$ cat src/rtl/look_up_nanofs_header_if.sv
// Signal bundle between the nanofs header reader, its upstream/downstream
// stages and the shared SPI block/byte read controller.
interface look_up_nanofs_header_if;
    logic        start;
    logic [31:0] part_start;
    logic        success;
    logic        err_signal;
    logic [1:0]  err_code;
    logic [31:0] data_start_block;
    logic [31:0] file_size;
    logic [23:0] num_blocks;
    logic        spi_r_block;
    logic        spi_r_byte;
    logic        spi_busy;
    logic        spi_err;
    logic [31:0] spi_block_addr;
    logic [7:0]  spi_data_out;
    logic [3:0]  debug_leds;

    modport slave (
        input  start, part_start, spi_busy, spi_err, spi_data_out,
        output success, err_signal, err_code, data_start_block, file_size,
               num_blocks, spi_r_block, spi_r_byte, spi_block_addr, debug_leds
    );

    modport master (
        output start, part_start, spi_busy, spi_err, spi_data_out,
        input  success, err_signal, err_code, data_start_block, file_size,
               num_blocks, spi_r_block, spi_r_byte, spi_block_addr, debug_leds
    );
endinterface

$ cat src/rtl/look_up_nanofs_header.sv
// Reads partition block 0, checks the "NANO" magic and extracts the data
// offset and file size for the block-copy stage.
module look_up_nanofs_header (
    input  logic                        clk,
    input  logic                        reset,
    look_up_nanofs_header_if.slave      bus
);

    typedef enum logic [3:0] {
        IDLE       = 4'h0,
        WAIT_SPI   = 4'h1,
        READ_BLOCK = 4'h2,
        WAIT_BLOCK = 4'h3,
        READ_BYTE  = 4'h4,
        WAIT_BYTE  = 4'h5,
        STORE_BYTE = 4'h6,
        CHECK      = 4'h7,
        SUCCESS    = 4'h8,
        ERROR      = 4'h9
    } state_e;

    localparam logic [31:0] MAGIC_NANO = 32'h4F4E414E;

    state_e      state_q, state_d;
    logic [8:0]  byte_idx_q, byte_idx_d;
    logic [31:0] magic_q, magic_d;
    logic [31:0] offset_q, offset_d;
    logic [31:0] size_q, size_d;
    logic [31:0] block_addr_q, block_addr_d;
    logic [1:0]  err_code_q, err_code_d;
    logic [31:0] data_start_q, data_start_d;
    logic [31:0] file_size_q, file_size_d;
    logic [23:0] num_blocks_q, num_blocks_d;

    always_ff @(posedge clk) begin
        if (reset) begin
            state_q      <= IDLE;
            byte_idx_q   <= '0;
            magic_q      <= '0;
            offset_q     <= '0;
            size_q       <= '0;
            block_addr_q <= '0;
            err_code_q   <= '0;
            data_start_q <= '0;
            file_size_q  <= '0;
            num_blocks_q <= '0;
        end else begin
            state_q      <= state_d;
            byte_idx_q   <= byte_idx_d;
            magic_q      <= magic_d;
            offset_q     <= offset_d;
            size_q       <= size_d;
            block_addr_q <= block_addr_d;
            err_code_q   <= err_code_d;
            data_start_q <= data_start_d;
            file_size_q  <= file_size_d;
            num_blocks_q <= num_blocks_d;
        end
    end

    always_comb begin
        state_d      = state_q;
        byte_idx_d   = byte_idx_q;
        magic_d      = magic_q;
        offset_d     = offset_q;
        size_d       = size_q;
        block_addr_d = block_addr_q;
        err_code_d   = err_code_q;
        data_start_d = data_start_q;
        file_size_d  = file_size_q;
        num_blocks_d = num_blocks_q;

        case (state_q)
            IDLE: begin
                byte_idx_d = '0;
                magic_d    = '0;
                offset_d   = '0;
                size_d     = '0;
                err_code_d = 2'd0;
                if (bus.start) begin
                    block_addr_d = bus.part_start;
                    state_d      = WAIT_SPI;
                end
            end
            WAIT_SPI:   if (!bus.spi_busy) state_d = READ_BLOCK;
            READ_BLOCK: state_d = WAIT_BLOCK;
            WAIT_BLOCK: if (!bus.spi_busy) state_d = READ_BYTE;
            READ_BYTE:  state_d = WAIT_BYTE;
            WAIT_BYTE:  if (!bus.spi_busy) state_d = STORE_BYTE;
            STORE_BYTE: begin
                // Only bytes 0-11 carry header fields; the rest of the block is drained.
                case (byte_idx_q[8:2])
                    7'd0:    magic_d[{byte_idx_q[1:0], 3'b000} +: 8]  = bus.spi_data_out;
                    7'd1:    offset_d[{byte_idx_q[1:0], 3'b000} +: 8] = bus.spi_data_out;
                    7'd2:    size_d[{byte_idx_q[1:0], 3'b000} +: 8]   = bus.spi_data_out;
                    default: ;
                endcase
                byte_idx_d = byte_idx_q + 9'd1;
                state_d    = (byte_idx_q == 9'd511) ? CHECK : READ_BYTE;
            end
            CHECK: begin
                data_start_d = block_addr_q + offset_q;
                file_size_d  = size_q;
                num_blocks_d = {1'b0, size_q[31:9]} + {23'd0, |size_q[8:0]};
                if (magic_q != MAGIC_NANO) begin
                    err_code_d = 2'd2;
                    state_d    = ERROR;
                end else if (size_q == 32'd0) begin
                    err_code_d = 2'd3;
                    state_d    = ERROR;
                end else begin
                    state_d = SUCCESS;
                end
            end
            SUCCESS: state_d = SUCCESS;
            ERROR:   state_d = ERROR;
            default: begin
                err_code_d = 2'd1;
                state_d    = ERROR;
            end
        endcase

        // A controller error aborts any in-flight read, overriding the normal flow.
        if (bus.spi_err && (state_q >= WAIT_SPI) && (state_q <= STORE_BYTE)) begin
            err_code_d = 2'd1;
            state_d    = ERROR;
        end
    end

    assign bus.success          = (state_q == SUCCESS);
    assign bus.err_signal       = (state_q == ERROR);
    assign bus.err_code         = err_code_q;
    assign bus.data_start_block = data_start_q;
    assign bus.file_size        = file_size_q;
    assign bus.num_blocks       = num_blocks_q;
    assign bus.spi_r_block      = (state_q >= READ_BLOCK) && (state_q <= STORE_BYTE);
    assign bus.spi_r_byte       = (state_q == READ_BYTE);
    assign bus.spi_block_addr   = block_addr_q;
    assign bus.debug_leds       = state_q;

endmodule

$ cat src/flat_wrapper.sv
// flat-port wrapper written by rule: the top's interface ports become plain ports
module look_up_nanofs_header_flat 
  (clk, reset, bus_start, bus_part_start, bus_spi_busy, bus_spi_err, bus_spi_data_out, bus_success, bus_err_signal, bus_err_code, bus_data_start_block, bus_file_size, bus_num_blocks, bus_spi_r_block, bus_spi_r_byte, bus_spi_block_addr, bus_debug_leds);
  look_up_nanofs_header_if bus_i ();
  input  logic clk;
  input  logic reset;
  input wire logic [$bits(bus_i.start)-1:0] bus_start;
  input wire logic [$bits(bus_i.part_start)-1:0] bus_part_start;
  input wire logic [$bits(bus_i.spi_busy)-1:0] bus_spi_busy;
  input wire logic [$bits(bus_i.spi_err)-1:0] bus_spi_err;
  input wire logic [$bits(bus_i.spi_data_out)-1:0] bus_spi_data_out;
  output wire logic [$bits(bus_i.success)-1:0] bus_success;
  output wire logic [$bits(bus_i.err_signal)-1:0] bus_err_signal;
  output wire logic [$bits(bus_i.err_code)-1:0] bus_err_code;
  output wire logic [$bits(bus_i.data_start_block)-1:0] bus_data_start_block;
  output wire logic [$bits(bus_i.file_size)-1:0] bus_file_size;
  output wire logic [$bits(bus_i.num_blocks)-1:0] bus_num_blocks;
  output wire logic [$bits(bus_i.spi_r_block)-1:0] bus_spi_r_block;
  output wire logic [$bits(bus_i.spi_r_byte)-1:0] bus_spi_r_byte;
  output wire logic [$bits(bus_i.spi_block_addr)-1:0] bus_spi_block_addr;
  output wire logic [$bits(bus_i.debug_leds)-1:0] bus_debug_leds;
  assign bus_i.start = bus_start;
  assign bus_i.part_start = bus_part_start;
  assign bus_i.spi_busy = bus_spi_busy;
  assign bus_i.spi_err = bus_spi_err;
  assign bus_i.spi_data_out = bus_spi_data_out;
  assign bus_success = bus_i.success;
  assign bus_err_signal = bus_i.err_signal;
  assign bus_err_code = bus_i.err_code;
  assign bus_data_start_block = bus_i.data_start_block;
  assign bus_file_size = bus_i.file_size;
  assign bus_num_blocks = bus_i.num_blocks;
  assign bus_spi_r_block = bus_i.spi_r_block;
  assign bus_spi_r_byte = bus_i.spi_r_byte;
  assign bus_spi_block_addr = bus_i.spi_block_addr;
  assign bus_debug_leds = bus_i.debug_leds;
  look_up_nanofs_header u_core (.clk(clk), .reset(reset), .bus(bus_i));
endmodule
$ cat config.mk
export PLATFORM = sky130hd
export DESIGN_NAME = look_up_nanofs_header_flat
export DESIGN_NICKNAME = d
export VERILOG_FILES = /design/src/rtl/look_up_nanofs_header_if.sv /design/src/rtl/look_up_nanofs_header.sv /design/src/flat_wrapper.sv
export SDC_FILE = /design/constraint.sdc
export NUM_CORES = 1
export LEC_CHECK = 0
export BUFFER_PORTS_ARGS = -buffer_cell sky130_fd_sc_hd__buf_2
export CAP_MARGIN = 20
export CORE_UTILIZATION = 55
export CTS_BUF_LIST = sky130_fd_sc_hd__clkbuf_4 sky130_fd_sc_hd__clkbuf_8
export DETAILED_ROUTE_END_ITERATION = 12
export PLACE_DENSITY = 0.89
export SLEW_MARGIN = 10
export SYNTH_ARGS = -nofsm -noshare
export SYNTH_HDL_FRONTEND = slang
export SYNTH_SLANG_ARGS = --single-unit
$ cat constraint.sdc
create_clock -name clk -period 3.1 [get_ports clk]
set_clock_uncertainty 0.15 [all_clocks]
set_input_delay 0.62 -clock clk [delete_from_list [all_inputs] [get_ports clk]]
set_output_delay 0.62 -clock clk [all_outputs]
set_load 0.005 [all_outputs]
==> results of run 1 <==
power by group:
part	switching, mW	internal, mW
Combinational	0.737	0.495
Clock	1.16	1.42
Sequential	0.0738	3.04
sequential cells by signal, indices dropped and copies added, names as in the netlist:
| signal | count |
|---|---|
| u_core.bus.debug_leds | 4 |
| u_core.offset_q | 32 |
| u_core.bus.num_blocks | 24 |
| u_core.bus.err_code | 2 |
| u_core.byte_idx_q | 9 |
| u_core.size_q | 32 |
| u_core.bus.data_start_block | 32 |
| u_core.bus.file_size | 32 |
| u_core.bus.spi_block_addr | 32 |
| u_core.magic_q | 32 |
repair_timing:
item                       4_1_cts  5_1_grt
buffers inserted                 0        0
setup endpoints to repair        0        2
gates resized for setup          0        4
cell type report:
type,instances,area [sq um],share of cell area (%)
Timing Repair Buffer,191,1030,8.08
Multi-Input combinational cell,980,5980,46.9
Tap cell,265,332,2.60
Sequential cell,231,4620,36.3
Clock buffer,55,688,5.40
Clock inverter,6,37.5,0.295
Inverter,13,48.8,0.383
logic make-up after synthesis:
kind of cell | share of synthesized area [%]
mux | 9.02
buf+inv | 2.74
simple gates | 23.6
fa+ha+maj | 4.56
compound gates | 13.7
xor+xnor | 3.87
flops | 42.5
cell usage in the layout, fill, tap and decap left out, drive strengths merged, types with 6 or more instances in the layout:
cell type and count:
xnor2 15, mux2i 98, clkbuf 55, a21o 19, nor4 10, a31oi 8
nor2 178, or3 6, xor2 33, inv 14, and2 40, o21ai 29
nand4 7, a211oi 25, dfxtp 231, nor3 14, a21oi 135, nand3 28
ha 38, and3 13, nor2b 7, nand2 219, buf 191
tightest hold or removal path, stage by stage:
cell and delay [ns]:
buf_2 0.09, nand2_1 0.05, a21oi_1 0.05
per-layer routing:
layer	wire length (um)	part of all wire, %
met5	0	0
met4	749	2.7
met3	1980	7.0
met2	13400	48
met1	12000	43
worst max path at each step:
stage                                                  to                    startpoint  slack [ns]  cells after the start
after CTS                 u_core.bus.data_start_block[24]  u_core.bus.spi_block_addr[0]        0.17                     12
after detailed placement  u_core.bus.data_start_block[24]  u_core.bus.spi_block_addr[0]        0.20                     12
final                     u_core.bus.data_start_block[24]  u_core.bus.spi_block_addr[0]        0.21                     12
after global routing      u_core.bus.data_start_block[24]  u_core.bus.spi_block_addr[0]        0.04                     12
after global placement    u_core.bus.data_start_block[24]  u_core.bus.spi_block_addr[0]        0.24                     12
after floorplan           u_core.bus.data_start_block[24]  u_core.bus.spi_block_addr[0]        0.39                     11
==> flow_metrics.py, run 1 <==
metrics = {
    "clocking": {
        "htreeDepth": 2,
        "clk_pin_slew_ns": 0.06,
        "clock_path_buffers": 3,
        "cts_tree": "built",
        "hold_buffers": 0,
        "cts_root_buf": "clkbuf_8",
        "cts_sinks": 231,
        "clk_latency_ns": 0.54,
        "cts-buffers-inserted": 38,
    },
    "critical_path": {
        "r2r_slack_ns": 0.21,
        "cp-start-kind": "flip-flop",
        "path_delay_family": "compound AO/OA/AOI/OAI gates",
        "r2r_start": "u_core.bus.spi_block_addr[0]",
        "crit_required_ns": 3.36,
        "cp-end-kind": "flip-flop",
        "slowest_stage": "fa_1",
        "arrival_ns": 3.15,
        "cp.buffers_inverters": 1,
        "path_max_fanout": 4,
        "worstPathCellList": "ha_1 -> fa_1 -> a21oi_2 -> o31ai_1 -> a21oi_1 -> buf_4 -> nor3_1 -> o21ai_1 -> nand3_2 -> a31oi_2 -> nor4_1 -> a311o_1",
        "crit_type": "flip-flop to flip-flop",
        "reg2reg_depth": 12,
        "slowest_delay_ns": 0.43,
        "r2r-end": "u_core.bus.data_start_block[24]",
    },
    "synthesis": {
        "synthArstFlopShare_pct": 0,
        "syn_inst": 1288,
        "yosys-top-cells-area": "dfxtp_1 (43%), mux2i_1 (9.0%), nand2_1 (7.6%)",
        "ys_ff_latch": 231,
        "ys_warn_count": 0,
        "seq_area_frac_synth_pct": 42.5,
        "yosys.area.top_type_share_pct": 42.5,
        "synthTopCellsByCount": "dfxtp_1 (231), nand2_1 (219), nor2_1 (169)",
        "synth.distinct_cells": 68,
        "synth_top_area_cell": "dfxtp_1",
        "syn_avg_cell_area_sq_um": 8.44,
        "synth_edf_count": 0,
        "syn-cell-area_sq_mm": 0.0109,
        "synth_fp_nets": 1372,
        "synthFlopType": "dfxtp_1",
        "synth.most_common_cell": "dfxtp_1",
    },
    "sta": {
        "finalSetupViolCount": 0,
        "rsz0062_at_grt": "no",
        "max_freq_mhz": 346,
        "period_share_pct": 93.3,
        "slew_headroom_pct": 54.3,
        "worst_pin_slew_ns": 0.686,
        "setup_slack_ns": 0.209,
        "slew_viol_final": 0,
        "final.min_clock_period_ns": 2.89,
        "hold_viol": 0,
        "fin_hold_ws_ns": 0.171,
        "tns_ns": 0,
    },
    "routing": {
        "wl_per_cell_um": 16.2,
        "drtPass1Iterations": 5,
        "drc": 0,
        "ant_nets": 0,
        "dr_total_vias": 9829,
        "viasPerCell": 5.65,
        "finalWirelength_mm": 28.1,
        "drtIter0Drc": 701,
    },
    "worst_hold_path": {
        "hold_start": "bus_part_start[29]",
        "worstHoldPathCells": 3,
        "hp-class": "input port to flip-flop",
        "holdPathEnd": "u_core.bus.spi_block_addr[29]",
    },
    "die": {
        "ios": 175,
        "die_w_um": 143,
        "start_util_pct": 56.1,
        "die_area_sq_mm": 0.0203,
        "row_count": 51,
        "die_h_um": 143,
        "core_sq_mm": 0.0194,
    },
    "final_layout": {
        "filler_cell_count": 1575,
        "design_area_sq_mm": 0.0127,
        "instances_no_fill": 1741,
        "final_util_pct": 65.7,
        "syn_to_final_growth_pct": 17.2,
        "nets": 1539,
        "drive_gt1_share_pct": 19.2,
        "n_antenna_cell": 0,
    },
    "power_and_ir_drop": {
        "vdd_ir_drop_max_mv": 0.483,
        "powerDensity_mw_per_mm2": 544,
        "total_power_mw": 6.93,
        "power_leakage_nw": 5.79,
    },
    "grt": {
        "gr-total-overflow": 0,
        "first_global_vias": 9333,
        "antenna_found_initial": 0,
        "met2_usage_pct": 47.0,
        "grt_use_met3_pct": 5.47,
        "grt_max_degree": 104,
        "grt_use_total_pct": 27.5,
        "grt.busiest_layer": "met2",
        "grt_pass1_wl_mm": 44.9,
        "gr-usage-met1_pct": 34.0,
    },
    "job": {
        "max_cap_violations": 0,
    },
    "placement": {
        "placed_area_sq_mm": 0.0120,
        "io_buffer_count": 174,
        "gp_congestion": 0.933,
        "hpwl_mm": 20.0,
        "placed_cells": 1680,
        "dp_slack_ns": 0.196,
    },
    "status": {
        "status": "completed",
    },
}
No activity file was read; power rests on OpenSTA's default activity.
==> run 2: changes to the inputs <==
CTS_CLUSTER_SIZE = 16   (was default)
clock period = 3.3 ns   (was 3.1 ns; I/O delays follow)
==> flow_metrics.py, run 2 (synthesis gave the netlist of run 1 again) <==
metrics = {
    "status": {
        "status": "finished, violations left",
        "failed_checks": "DRC",
    },
    "die": {
        "die_h_um": 143,
        "die_area_sq_mm": 0.0203,
        "row_count": 51,
        "core_sq_mm": 0.0194,
        "die_w_um": 143,
        "start_util_pct": 56.1,
        "ios": 175,
    },
    "worst_hold_path": {
        "hp-class": "input port to flip-flop",
        "worstHoldPathCells": 3,
        "hold_start": "bus_part_start[28]",
        "holdPathEnd": "u_core.bus.spi_block_addr[28]",
    },
    "sta": {
        "worst_pin_slew_ns": 0.773,
        "period_share_pct": 90.0,
        "slew_headroom_pct": 48.4,
        "rsz0062_at_grt": "no",
        "tns_ns": 0,
        "hold_viol": 0,
        "max_freq_mhz": 337,
        "setup_slack_ns": 0.331,
        "slew_viol_final": 0,
        "fin_hold_ws_ns": 0.211,
        "finalSetupViolCount": 0,
        "final.min_clock_period_ns": 2.97,
    },
    "critical_path": {
        "r2r_slack_ns": 0.33,
        "slowest_stage": "fa_1",
        "path_max_fanout": 4,
        "crit_type": "flip-flop to flip-flop",
        "r2r-end": "u_core.bus.data_start_block[24]",
        "reg2reg_depth": 11,
        "cp.buffers_inverters": 0,
        "cp-start-kind": "flip-flop",
        "path_depth": 11,
        "crit_required_ns": 3.56,
        "cp-end-kind": "flip-flop",
        "critPathLaunch": "u_core.bus.spi_block_addr[0]",
        "path_delay_family": "compound AO/OA/AOI/OAI gates",
        "slowest_delay_ns": 0.41,
        "worstPathCellList": "ha_1 -> fa_1 -> a21oi_1 -> o31ai_1 -> a21oi_1 -> nor3_1 -> o21ai_1 -> nand3_1 -> a31oi_1 -> nor4_1 -> a311o_1",
        "cpMostUsedCell": "a21oi_1",
        "r2r_start": "u_core.bus.spi_block_addr[0]",
        "arrival_ns": 3.23,
    },
    "routing": {
        "drtIter0Drc": 628,
        "dr_total_vias": 9771,
        "ant_nets": 0,
        "wl_per_cell_um": 15.9,
        "viasPerCell": 5.60,
        "finalWirelength_mm": 27.7,
        "drtPass1Iterations": 9,
        "drc": 2,
    },
    "placement": {
        "placed_area_sq_mm": 0.0120,
        "gp_congestion": 0.919,
        "dp_slack_ns": 0.369,
        "hpwl_mm": 19.6,
        "io_buffer_count": 174,
        "placed_cells": 1681,
    },
    "job": {
        "max_cap_violations": 0,
    },
    "clocking": {
        "ctsResizeCount": 0,
        "cts-buffers-inserted": 38,
        "clk_latency_ns": 0.54,
        "cts_root_buf": "clkbuf_8",
        "clk_pin_slew_ns": 0.06,
        "clock_path_buffers": 3,
        "post_cts_buffers": 0,
        "htreeDepth": 2,
        "cts_tree": "built",
        "hold_buffers": 0,
        "cts_sinks": 231,
    },
    "grt": {
        "grt_max_degree": 173,
        "antenna_found_initial": 0,
        "grt_pass1_wl_mm": 43.5,
        "gr-total-overflow": 0,
        "grt_use_met3_pct": 4.93,
        "met2_usage_pct": 45.7,
        "grt_use_total_pct": 26.6,
        "first_global_vias": 9104,
        "grt.busiest_layer": "met2",
        "gr-usage-met1_pct": 33.2,
    },
    "final_layout": {
        "layout_commonest_cell": "dfxtp_1",
        "design_area_sq_mm": 0.0128,
        "filler_cell_count": 1510,
        "final-seq-area_sq_mm": 0.00462,
        "layout_common_cells": "dfxtp_1 (231), nand2_1 (219), buf_2 (173)",
        "final_util_pct": 66.0,
        "instances_no_fill": 1745,
        "n_antenna_cell": 0,
        "drive_gt1_share_pct": 19.2,
        "multi_input_area_sq_mm": 0.00596,
        "nets": 1540,
        "syn_to_final_growth_pct": 17.8,
    },
    "power_and_ir_drop": {
        "vdd_ir_drop_max_mv": 0.323,
        "powerDensity_mw_per_mm2": 525,
        "power_leakage_nw": 5.83,
        "total_power_mw": 6.73,
    },
}
-- run 2: cell types whose count changed in the layout (fill, tap and decap cells not counted), sizes merged --
cell	change
bufinv	+2
buf	+1
inv	-1
clkbuf	-1
clkinvlp	+3
-- run 2: per-layer routing --
layer  vias to the layer above  wire (um)
met1                      4605      12200
li1                       4778          -
met4                         0        650
met5                         -          0
met2                       331      13100
met3                        57       1710
-- run 2: worst register-to-register path, cell delays in order (launching register included) --
cell and delay (ns):
dfxtp_1 0.32, ha_1 0.23, fa_1 0.41, a21oi_1 0.23
o31ai_1 0.09, a21oi_1 0.25, nor3_1 0.14, o21ai_1 0.22
nand3_1 0.19, a31oi_1 0.25, nor4_1 0.07, a311o_1 0.33
-- run 2: worst max-delay path by stage --
stage	endpoint
after floorplan	u_core.bus.data_start_block[24]
after global placement	u_core.bus.data_start_block[24]
after detailed placement	u_core.bus.data_start_block[24]
after CTS	u_core.bus.data_start_block[24]
after global routing	u_core.bus.data_start_block[24]
final	u_core.bus.data_start_block[24]
-- run 2: cell type report --
cell class	count	share of cell area, %
sequential	231	36.1
tap	265	2.59
clock inverter	10	0.869
timing repair buffer	192	8.10
multi-input combinational	980	46.5
inverter	13	0.381
clock buffer	54	5.46
-- run 2: report_power, final --
part,leakage (nW),switching [mW],internal [mW]
clock network,0.419,1.12,1.52
logic,3.54,0.684,0.469
registers,1.87,0.0719,2.85
total,5.83,1.88,4.85
==> run 3: changes to the inputs <==
CTS_BUF_LIST = sky130_fd_sc_hd__clkbuf_8   (was sky130_fd_sc_hd__clkbuf_4 sky130_fd_sc_hd__clkbuf_8)
==> flow_metrics.py, run 3 (synthesis gave the netlist of run 1 again) <==
metrics = {
    "status": {
        "status": "finished, violations left",
        "failed_checks": "DRC",
    },
    "final_layout": {
        "layout_common_cells": "dfxtp_1 (231), nand2_1 (219), buf_2 (173)",
        "drive_gt1_share_pct": 18.7,
        "n_antenna_cell": 0,
        "nets": 1540,
        "syn_to_final_growth_pct": 17.6,
        "layout_commonest_cell": "dfxtp_1",
        "final_util_pct": 65.9,
        "filler_cell_count": 1524,
        "design_area_sq_mm": 0.0128,
    },
    "sta": {
        "slew_headroom_pct": 47.2,
        "period_share_pct": 90.1,
        "fin_hold_ws_ns": 0.209,
        "final.min_clock_period_ns": 2.97,
        "finalSetupViolCount": 0,
        "max_freq_mhz": 336,
        "worst_pin_slew_ns": 0.791,
        "hold_viol": 0,
        "tns_ns": 0,
        "rsz0062_at_grt": "no",
        "slew_viol_final": 0,
    },
    "power_and_ir_drop": {
        "p_seq_share_pct": 44.0,
        "total_power_mw": 6.65,
        "net-switching-power_mw": 1.88,
        "switching_share_pct": 28.3,
        "powerDensity_mw_per_mm2": 520,
        "clock_power_share_pct": 38.6,
        "power_frac_comb_pct": 17.4,
        "p_int_mw": 4.77,
        "power_leakage_nw": 5.83,
        "vdd_ir_drop_max_mv": 0.284,
    },
    "routing": {
        "drtIter0Drc": 590,
        "wl_per_cell_um": 15.9,
        "drc": 2,
        "ant_nets": 0,
        "finalWirelength_mm": 27.7,
        "drtPass1Iterations": 9,
        "dr_total_vias": 9797,
        "viasPerCell": 5.61,
    },
    "clocking": {
        "cts_tree": "built",
        "ctsResizeCount": 0,
        "cts_sinks": 231,
        "cts_root_buf": "clkbuf_8",
        "htreeDepth": 2,
        "clock_path_buffers": 3,
        "cts-buffers-inserted": 38,
        "hold_buffers": 0,
        "clk_latency_ns": 0.54,
        "clk_pin_slew_ns": 0.06,
        "post_cts_buffers": 0,
    },
    "critical_path": {
        "cpMostUsedCell": "a21oi_1",
        "r2r-end": "u_core.bus.data_start_block[24]",
        "cp-end-kind": "flip-flop",
        "worstPathCellList": "ha_1 -> fa_1 -> a21oi_1 -> o31ai_1 -> a21oi_1 -> nor3_1 -> o21ai_1 -> nand3_1 -> a31oi_1 -> nor4_1 -> a311o_1",
        "path_max_fanout": 4,
        "path_delay_family": "compound AO/OA/AOI/OAI gates",
        "cp-start-kind": "flip-flop",
        "r2r_start": "u_core.bus.spi_block_addr[0]",
        "crit_type": "flip-flop to flip-flop",
        "r2r_slack_ns": 0.33,
        "slowest_delay_ns": 0.41,
        "reg2reg_depth": 11,
        "slowest_stage": "fa_1",
        "cp.buffers_inverters": 0,
        "crit_required_ns": 3.57,
        "arrival_ns": 3.24,
    },
    "die": {
        "die_w_um": 143,
        "start_util_pct": 56.1,
        "ios": 175,
        "die_h_um": 143,
        "core_sq_mm": 0.0194,
        "row_count": 51,
        "die_area_sq_mm": 0.0203,
    },
    "worst_hold_path": {
        "hold_start": "bus_part_start[28]",
        "holdPathEnd": "u_core.bus.spi_block_addr[28]",
        "worstHoldPathCells": 3,
        "hp-class": "input port to flip-flop",
    },
    "grt": {
        "first_global_vias": 9095,
        "grt_use_total_pct": 26.6,
        "antenna_found_initial": 0,
        "grt_max_degree": 173,
        "grt_pass1_wl_mm": 43.5,
        "gr-total-overflow": 0,
    },
    "placement": {
        "io_buffer_count": 174,
        "hpwl_mm": 19.6,
        "placed_area_sq_mm": 0.0120,
        "gp_congestion": 0.919,
    },
    "job": {
        "max_cap_violations": 0,
    },
}
==> run 3: worst register-to-register path: cells and delay by family, from the launching register on <==
kind,cells,cell delay (ns)
AOI/OAI and AO/OA,6,1.37
adders and majority gates,2,0.64
and+or+nand+nor,3,0.39
DFF,1,0.32
==> run 3: per-stage QoR <==
step	instances	worst slack (ns)
final	1745	0.328
after global routing	1745	0.0576
after CTS	1745	0.352
after detailed placement	1681	0.369
after global placement	1681	0.433
after floorplan	1288	0.594
==> run 3: layout make-up <==
class / count / area [sq um] / area share [%]
Clock inverter: 17 / 138 / 1.08
Clock buffer: 47 / 647 / 5.06
Timing Repair Buffer: 192 / 1040 / 8.11
Sequential cell: 231 / 4620 / 36.2
Tap cell: 265 / 332 / 2.59
Inverter: 13 / 48.8 / 0.382
Multi-Input combinational cell: 980 / 5960 / 46.6
==> run 3: power groups by stage <==
stage	clock, mW	sequential [mW]	combinational, mW
after floorplan	0	2.96	0.880
after global placement	0	2.98	1.12
after detailed placement	0	2.98	1.14
after CTS	2.60	2.92	1.14
after global routing	2.73	2.93	1.23
final	2.57	2.92	1.16
==> run 3: worst max path at each step <==
stage / slack, ns / endpoint / start / cells after the start
CTS: 0.35 / u_core.bus.data_start_block[24] / u_core.bus.spi_block_addr[0] / 11
finish: 0.33 / u_core.bus.data_start_block[24] / u_core.bus.spi_block_addr[0] / 11
global route: 0.06 / u_core.bus.data_start_block[24] / u_core.bus.spi_block_addr[0] / 11
detailed placement: 0.37 / u_core.bus.data_start_block[24] / u_core.bus.spi_block_addr[0] / 11
floorplan: 0.59 / u_core.bus.data_start_block[24] / u_core.bus.spi_block_addr[0] / 11
global placement: 0.43 / u_core.bus.data_start_block[24] / u_core.bus.spi_block_addr[0] / 11
==> run 3: layer usage <==
metal	GRT usage, %	part of all wire [%]	vias up
met2	45.8	48	329
met4	9.34	2.4	0
met3	5.23	6.5	61
met5	0	0	-
met1	33.0	43	4618
li1	-	-	4789
